**config.mk**
```make
export PLATFORM = sky130hd
export DESIGN_NAME = uart_tx_frame_arbiter
export DESIGN_NICKNAME = d
export VERILOG_FILES = /design/src/rtl/uart_tx_frame_arbiter.sv
export SDC_FILE = /design/constraint.sdc
export NUM_CORES = 1
export LEC_CHECK = 0
export ABC_AREA = 1
export CORE_UTILIZATION = 50
export DETAILED_ROUTE_END_ITERATION = 8
export PLACE_DENSITY = 0.81
export SYNTH_ARGS = -nofsm -noshare
export SYNTH_HDL_FRONTEND = slang
export SYNTH_SLANG_ARGS = --single-unit
```
**constraint.sdc**
```tcl
create_clock -name clk -period 3.29 [get_ports clk]
set_input_delay 0.658 -clock clk [delete_from_list [all_inputs] [get_ports clk]]
set_output_delay 0.658 -clock clk [all_outputs]
set_load 0.02 [all_outputs]
```
**src/rtl/uart_tx_frame_arbiter.sv**
```systemverilog
// Round-robin arbiter that lends one uart_tx to NREQ byte-frame requesters, holding the grant
// for a whole frame and aborting it through a watchdog if tx_done never comes back.
module uart_tx_frame_arbiter #(
    parameter int unsigned NREQ       = 2,
    parameter int unsigned DATA_BITS  = 8,
    parameter int unsigned MAX_FRAME  = 4,
    parameter int unsigned TX_TIMEOUT = 200000
) (
    input  logic                      clk,
    input  logic                      reset,
    input  logic [NREQ-1:0]           req,
    input  logic [NREQ*DATA_BITS-1:0] byte_data,
    input  logic [NREQ-1:0]           byte_last,
    output logic [NREQ-1:0]           byte_ack,
    output logic [NREQ-1:0]           gnt,
    output logic                      tx_start,
    output logic [DATA_BITS-1:0]      tx_data,
    input  logic                      tx_done,
    output logic                      busy,
    output logic                      err_timeout
);

    localparam int unsigned IdxW = $clog2(NREQ);
    localparam int unsigned CntW = $clog2(MAX_FRAME) + 1;
    localparam int unsigned TmrW = $clog2(TX_TIMEOUT) + 1;

    localparam logic [CntW-1:0] CntMax   = CntW'(MAX_FRAME);
    localparam logic [TmrW-1:0] TmrLimit = TmrW'(TX_TIMEOUT - 1);

    typedef enum logic [1:0] {
        StIdle,
        StLaunch,
        StWaitDone,
        StRelease
    } state_e;

    state_e                state_q, state_d;
    logic [NREQ-1:0]       gnt_q, gnt_d;
    logic [IdxW-1:0]       idx_q, idx_d;
    logic [IdxW-1:0]       last_served_q, last_served_d;
    logic [DATA_BITS-1:0]  tx_data_q, tx_data_d;
    logic                  last_q, last_d;
    logic [CntW-1:0]       cnt_q, cnt_d;
    logic [TmrW-1:0]       timer_q, timer_d;

    logic [DATA_BITS-1:0]  bytes [NREQ];
    logic                  sel_vld;
    logic [IdxW-1:0]       sel_idx;
    logic [IdxW-1:0]       cand;

    for (genvar g = 0; g < NREQ; g++) begin : g_bytes
        assign bytes[g] = byte_data[g*DATA_BITS +: DATA_BITS];
    end

    // First requesting index strictly after the last one served, wrapping modulo NREQ.
    always_comb begin
        sel_vld = 1'b0;
        sel_idx = '0;
        cand    = '0;
        for (int unsigned k = 1; k <= NREQ; k++) begin
            cand = IdxW'((32'(last_served_q) + k) % NREQ);
            if (!sel_vld && req[cand]) begin
                sel_vld = 1'b1;
                sel_idx = cand;
            end
        end
    end

    always_comb begin
        state_d       = state_q;
        gnt_d         = gnt_q;
        idx_d         = idx_q;
        last_served_d = last_served_q;
        tx_data_d     = tx_data_q;
        last_d        = last_q;
        cnt_d         = cnt_q;
        timer_d       = timer_q;
        err_timeout   = 1'b0;

        unique case (state_q)
            StIdle: begin
                if (sel_vld) begin
                    gnt_d     = NREQ'(1) << sel_idx;
                    idx_d     = sel_idx;
                    tx_data_d = bytes[sel_idx];
                    last_d    = byte_last[sel_idx];
                    cnt_d     = CntW'(1);
                    state_d   = StLaunch;
                end
            end
            StLaunch: begin
                timer_d = '0;
                state_d = StWaitDone;
            end
            StWaitDone: begin
                if (timer_q != '1) begin
                    timer_d = timer_q + 1'b1;
                end
                // A completion in the same cycle as the deadline still counts as success.
                if (tx_done) begin
                    if (last_q || cnt_q == CntMax) begin
                        gnt_d   = '0;
                        state_d = StRelease;
                    end else begin
                        tx_data_d = bytes[idx_q];
                        last_d    = byte_last[idx_q];
                        cnt_d     = cnt_q + 1'b1;
                        state_d   = StLaunch;
                    end
                end else if (timer_q == TmrLimit) begin
                    err_timeout = 1'b1;
                    gnt_d       = '0;
                    state_d     = StRelease;
                end
            end
            StRelease: begin
                last_served_d = idx_q;
                state_d       = StIdle;
            end
            default: state_d = StIdle;
        endcase
    end

    always_ff @(posedge clk or negedge reset) begin
        if (!reset) begin
            state_q       <= StIdle;
            gnt_q         <= '0;
            idx_q         <= '0;
            last_served_q <= IdxW'(NREQ - 1);
            tx_data_q     <= '0;
            last_q        <= 1'b0;
            cnt_q         <= '0;
            timer_q       <= '0;
        end else begin
            state_q       <= state_d;
            gnt_q         <= gnt_d;
            idx_q         <= idx_d;
            last_served_q <= last_served_d;
            tx_data_q     <= tx_data_d;
            last_q        <= last_d;
            cnt_q         <= cnt_d;
            timer_q       <= timer_d;
        end
    end

    // gnt_q is one-hot on the granted requester, so it doubles as the ack mask.
    assign byte_ack = (state_q == StLaunch) ? gnt_q : '0;
    assign gnt      = gnt_q;
    assign tx_start = (state_q == StLaunch);
    assign tx_data  = tx_data_q;
    assign busy     = (state_q != StIdle);

endmodule

```
# Word-level counts from Yosys, hierarchy flattened
# Index checks and enable logic that the tools add are counted.
# totals
regBits,37
output_inout_bits,15
elab_cells,91
# classes
n_addsub,4
magnitude_cmp,6
eq_ne,12
shifts,1
n_mux,46
bitwise,2
reduce_logical,12
# ops
cell,count
$mux 8,9
$pmux 19 s2,1
$add 19x1->19 const B,1
$eq 19x18->1 const B,1
$mux 19,1
$ne 19x19->1 const B,1
$mux 1,18
$mux 2,9
$pmux 8 s2,1
$mux 3,3
$lt 1x2->1 const B,4
$ne 2x2->1 const B,4
$pmux 2 s4,1
$reduce_and 4->1,2
$ne 3x3->1 const B,2
$pmux 3 s2,1
$reduce_and 2->1,3
$reduce_bool 2->1,3
$eq 2x2->1 const B,2
$ge 2x2->1 const B,2
$not 1->2,2
$pmux 2 s2,1
$add 3x1->3 const B,1
$eq 3x3->1 const B,1
other kinds (8),9

# Longest topological paths before layout
# Gate-level depths: netlist of the first run.
# logic_depth
depth_word,13
mapped_depth,10
depth_no_buf,10

# Worst setup path after synthesis of the first run
# OpenSTA, ideal clock, no wires.
# synth_path
path_kind,register to output
start,reg state_q[0]
end,out byte_ack[0]
arrival_ns,1.443
required_ns,2.632
path_slack_ns,1.189
stages_incl_launch_ff,6
cell_sequence,dfrtp_1 inv_2 nor2_1 inv_2 buf_2 nor2_1
# synth_via
elab_chain_cells,2
# synth_lines
element,line,rtl
start: declaration,37,"state_e state_q, state_d;"
start signal: assignment,126,state_q <= StIdle;
start signal: assignment,135,state_q <= state_d;
$eq 2x1->1,n/a,
net tx_start,16,"output logic tx_start,"
$mux 2,147,assign byte_ack = (state_q == StLaunch) ? gnt_q : '0;
end: declaration,14,"output logic [NREQ-1:0] byte_ack,"
# The timed path passes the listed nets, and every way through them passes these cells.

# Final worst setup path of the first run
# layout_path
start,reg timer_q[0]
end,out err_timeout
# layout_via
elab_chain_cells,4
# layout_lines
element,line,rtl
start: declaration,44,"logic [TmrW-1:0] timer_q, timer_d;"
start signal: assignment,142,timer_q <= timer_d;
$eq 19x18->1,110,end else if (timer_q == TmrLimit) begin
$mux 1,110,
$mux 1,100,if (tx_done) begin
$mux 1,80,unique case (state_q)
end: declaration,20,output logic err_timeout
# No other way between the ends.

==> results.md, run 1 <==
* Core Rows at 23
* Dominant cell type by area after synthesis: dfrtp_1
* Critical register-to-register path startpoint: timer_q[0]
* Hold slack at 0.460 ns
* CP max FO at 5
* Async set-reset flop share out of synthesis at 1.00
* CTS Sinks at 37
* Initial antenna violation count at 0
* Register area share after synthesis at 0.427
* # port buffers at 37
* Ys flop type: dfrtp_1
* # DRC at 0
* Synthesized area per cell at 7.46 µm²
* Vias in the first global route at 1,794
* CTS buffer count at 5
* Max-Cap Viols at 0
* Synth area leaders: dfrtp_1, nand2_1, nor2_1
* CTS root buf: clkbuf_8
* Avg WL per Cell at 11.9 µm
* CTS max path bufs at 2
* Fin crit period at 2.78 ns
* Layout Area Growth over Synthesis at 22.2%
* Max_slew headroom at 0.454
* Endpoints failing hold at 0
* Initial Util at 0.531
* R2R depth at 10
* Routability cong. at 0.911
* Largest net degree at the start of global routing at 38
* Register area at 927 µm²
* Commonest non-fill, non-tap cell in the layout: nand2_1
* Die span in x at 67.9 µm
* Synth cell types at 31
* Total negative slack at 0 ns
* Data arrival, critical path at 2.12 ns
* Setup Viol. Count Final at 0
* Number of antenna repair diodes at 0
* Worst-skew pair later-pin latency at 0.29 ns
* Seq cells post-synth at 37
* Fin Clk Skew at 0.00495 ns
* Die Span Y at 67.9 µm
* Layout Nets at 357
* Pre-Repair DR Iteration Count at 4
* CTS tree: built
* Critical Path Source Type: register
* PwrDens at 705 mW/mm²
* Final Cycle Share at 0.846
* Worst Setup End Kind: output pin
* FILL cells at 376
* Post-synth EDFFs at 0
* Hold/Removal Path Class: input port to asynchronous set/reset pin
* Max IR drop VDD at 0.477 mV
* I/O Pins at 38
* Multi-input gate area at 0.00109 mm²
* Status: finished clean
* Worst Path Required at 2.63 ns
* Syn Std Cell Area at 0.00217 mm²
* Final WL at 4520 µm
* Grt ovf at 0
* Share of cells above drive strength 1 at 0.0937
* CTS clk-pin slew, worst paths at 0.07 ns
* YS warnings at 0
* Max Freq at 359 MHz
* DRT iter0 DRCs at 120
* Final HPWL from detailed placement at 3380 µm
* GRT Overall Usage at 0.232
* Syn nets at 317
* ANT nets after route at 0
* Vias per std cell at 5.14
* First-pass GRT wire length at 7960 µm
* RSZ-0062 raised after global routing: false
* FF-to-FF End: timer_q[13]
* DR vias at 1,959
* Post-CTS setup buffer count at 0
* Hold-fix buffers, CTS at 0
* Core Area at 0.00409 mm²
* Pleak at 1.19 nW
* Critical Setup Path Class: register to output pin
* Synth top area share at 0.415
* Post-CTS resize count at 0
* Pins over their slew limit at 0
* Post-Syn Instances at 291
* FF-to-FF setup slack at 1.53 ns
* Die area at 0.00461 mm²
* Measured slew at the worst slew-check pin at 0.819 ns
* Most frequent cells in the layout: nand2_1, nor2_1, dfrtp_1, clkdlybuf4s50_1, nand3_1
* H-tree depth at 2
-- metrics by stage --
step / instances / cell area [µm²] / worst slack [ns] / power (mW) / utilization
2_1_floorplan: 291 / 2170 / 1.19 / 1.27 / -
3_3_place_gp: 374 / 2560 / 0.723 / 1.55 / 0.628
3_5_place_dp: 374 / 2560 / 0.712 / 1.57 / 0.628
4_1_cts: 381 / 2650 / 0.507 / 1.89 / 0.649
5_1_grt: 381 / 2650 / 0.380 / 2.02 / 0.649
6_report: 381 / 2650 / 0.508 / 1.87 / 0.649
-- flip-flops by register name (all words and copies together) (netlist names) --
register / count
cnt_q: 3
gnt: 2
last_q: 1
state_q: 2
timer_q: 19
last_served_q: 1
tx_data: 8
idx_q: 1
-- worst max-delay path by stage --
stage	from	end	slack, ns	cells after the start
2_1_floorplan	state_q[0]	byte_ack[0]	1.19	5
3_3_place_gp	tx_done	err_timeout	0.72	3
3_5_place_dp	tx_done	err_timeout	0.71	3
4_1_cts	timer_q[0]	err_timeout	0.51	6
5_1_grt	timer_q[0]	err_timeout	0.38	6
6_report	timer_q[0]	err_timeout	0.51	6
-- layer usage --
metal / share of wire / track usage / vias to the layer above
li1: - / - / 1018
met1: 0.46 / 0.297 / 880
met2: 0.47 / 0.377 / 58
met3: 0.069 / 0.0800 / 3
met4: 0.0051 / 0.0547 / 0
met5: 0 / 0 / -
-- final cells by class --
class / instances / share of cell area
clock buffers: 7 / 0.0326
inverters: 29 / 0.0411
multi-input cells: 219 / 0.410
flip-flops and latches: 37 / 0.350
well taps: 50 / 0.0236
repair buffers: 39 / 0.143
-- where the power goes --
part,internal [mW],switching (mW)
sequential,0.582,0.0917
clock,0.166,0.151
combinational,0.335,0.543
total,1.08,0.786
-- kinds of logic (layout without fill, tap and decap cells) --
family / count (synthesis) / in the layout / share of synthesized area
AOI/OAI and AO/OA: 36 / 36 / 0.102
DFF: 37 / 37 / 0.427
buffers and inverters: 35 / 75 / 0.0721
adders and majority gates: 3 / 3 / 0.0173
and+or+nand+nor: 174 / 174 / 0.357
xor gates and xnor gates: 6 / 6 / 0.0242
-- cell usage after synthesis, types with 3 or more instances --
library cell   n
o21ai_1       12
a31oi_1        9
inv_2          3
xor2_1         5
o21ai_2        6
nand3_1       29
ha_1           3
inv_1         26
nand2_1       85
buf_2          4
nor2_1        42
dfrtp_1       36
a21oi_1        4
-- critical path: stages (launching register included) --
cell             delay, ns
dfrtp_1               0.43
ha_1                  0.22
nand2_2               0.09
nor2_4                0.14
nand3_1               0.16
nor3_1                0.17
clkdlybuf4s50_1       0.63
No activity file was read; power rests on OpenSTA's default activity.
==> inputs of run 2 (changes only) <==
clock period = 2.75 ns   (was 3.29 ns; I/O delays follow)
==> run 2 against run 1 <==
  * Highest routed layer unchanged
  * Clock power increased by 30%
  * Register-to-register slack got worse by 0.51 ns
  * Core utilization increased by 0.43 points
  * Count of clock-buffer cells in the layout unchanged
  * Critical endpoint is now byte_ack[1]
  * Critical path type unchanged
  * Sequential power increased by 20%
  * Worst setup slack got worse by 0.18 ns
  * Worst hold slack got worse by 0.11 ns
  * Routed wire length increased by 5.9%
  * Via count increased by 2.3%
  * Total power increased by 22%
  * Combinational power increased by 21%
==> results.md, run 2 (synthesis gave the netlist of run 1 again) <==
* FILL cells at 351
* ANT nets after route at 0
* Number of antenna repair diodes at 0
* DR vias at 2,005
* GRT Overall Usage at 0.240
* CTS max path bufs at 2
* Multi-input gate area at 0.00109 mm²
* Die span in x at 67.9 µm
* Commonest non-fill, non-tap cell in the layout: nand2_1
* Avg WL per Cell at 12.5 µm
* CP max FO at 17
* CTS clk-pin slew, worst paths at 0.07 ns
* Max-Cap Viols at 0
* Measured slew at the worst slew-check pin at 0.801 ns
* Worst Setup End Kind: output pin
* H-tree depth at 2
* RSZ-0062 raised after global routing: false
* Largest net degree at the start of global routing at 38
* Hold-fix buffers, CTS at 0
* # port buffers at 37
* Final Core Density at 0.653
* # DRC at 0
* Die area at 0.00461 mm²
* Final WL at 4790 µm
* CTS tree: built
* CTS buffer count at 5
* Worst path slowest cell: clkdlybuf4s50_1
* First-pass GRT wire length at 8200 µm
* Pins over their slew limit at 0
* Worst-skew pair later-pin latency at 0.29 ns
* Final worst slack at 0.332 ns
* Routability cong. at 0.939
* Max IR drop VDD at 0.552 mV
* Vias per std cell at 5.25
* Biggest register: timer_q
* Share of cells above drive strength 1 at 0.0994
* CTS Sinks at 37
* Pleak at 1.22 nW
* Critical Setup Path Class: register to output pin
* Initial antenna violation count at 0
* Worst slack at placement at 0.341 ns
* PwrDens at 855 mW/mm²
* Core Rows at 23
* Fin crit period at 2.42 ns
* Post-CTS resize count at 0
* Hold/Removal Path Class: input port to asynchronous set/reset pin
* Final HPWL from detailed placement at 3590 µm
* Die Span Y at 67.9 µm
* Total negative slack at 0 ns
* Pre-Repair DR Iteration Count at 4
* Initial Util at 0.531
* Max_slew headroom at 0.466
* Fin Clk Skew at 0.00293 ns
* Most frequent cells in the layout: nand2_1, nor2_1, dfrtp_1
* Data arrival, critical path at 1.87 ns
* Vias in the first global route at 1,906
* Critical Path Source Type: register
* I/O Pins at 38
* Post-CTS setup buffer count at 0
* Final Cell Area at 0.00267 mm²
* Dpl cell area at 0.00256 mm²
* Layout Area Growth over Synthesis at 23.0%
* Core Area at 0.00409 mm²
* Status: finished clean
* CP peak stage delay at 0.62 ns
* Register area at 927 µm²
* CP Cell Sequence: inv_2 > nor2_1 > inv_2 > nor2_1 > clkdlybuf4s50_1
* CP top delay family: buffers and inverters
* Worst Path Required at 2.20 ns
* Largest register FFs at 19
* DRT iter0 DRCs at 114
* Hold slack at 0.348 ns
* Grt ovf at 0
* Setup Viol. Count Final at 0
* CTS root buf: clkbuf_8
* Buf/Inv on CP at 3
* Max Freq at 414 MHz
* Endpoints failing hold at 0
* Final Cycle Share at 0.879
* Layout Nets at 357
==> run 2: final timing paths <==
check | startpoint | to | slack, ns | cells after the start
max | state_q[0] | byte_ack[1] | 0.33 | 5
min | reset | timer_q[6] | 0.35 | 1
max reg2reg | state_q[0] | tx_data[5] | 1.02 | 7
min reg2reg | gnt[1] | gnt[1] | 0.50 | 2
max in group asynchronous | reset | tx_data[4] | 1.90 | 1
min in group clk | gnt[1] | gnt[1] | 0.50 | 2
==> run 2: area by class of cell <==
type	count	share of cell area
multi-input combinational	219	0.407
sequential	37	0.347
clock buffer	7	0.0361
timing repair buffer	39	0.143
inverter	29	0.0408
clock inverter	1	0.00188
tap	50	0.0234
==> run 2: worst reg2reg max path, stage by stage (launching register included) <==
cell and delay [ns]:
dfrtp_1 0.45, inv_2 0.08, nand2_1 0.07, buf_4 0.19, o21ai_2 0.39, inv_1 0.25
nand2_1 0.10, a31oi_1 0.08
==> run 2: per-layer routing <==
metal | global-route usage | part of all wire
met1 | 0.287 | 0.43
met4 | 0.0807 | 0.014
met2 | 0.408 | 0.49
met5 | 0 | 0
met3 | 0.0717 | 0.062
==> run 2: where the power goes <==
part	leakage, nW	total (mW)	switching [mW]	internal, mW
sequential	0.474	0.806	0.110	0.696
combinational	0.691	1.06	0.662	0.400
clock	0.0542	0.413	0.187	0.226
total	1.22	2.28	0.959	1.32
==> run 2: metrics by stage <==
stage	std cells	power (mW)
floorplan	291	1.51
global placement	374	1.85
detailed placement	374	1.88
CTS	382	2.31
global route	382	2.46
finish	382	2.28
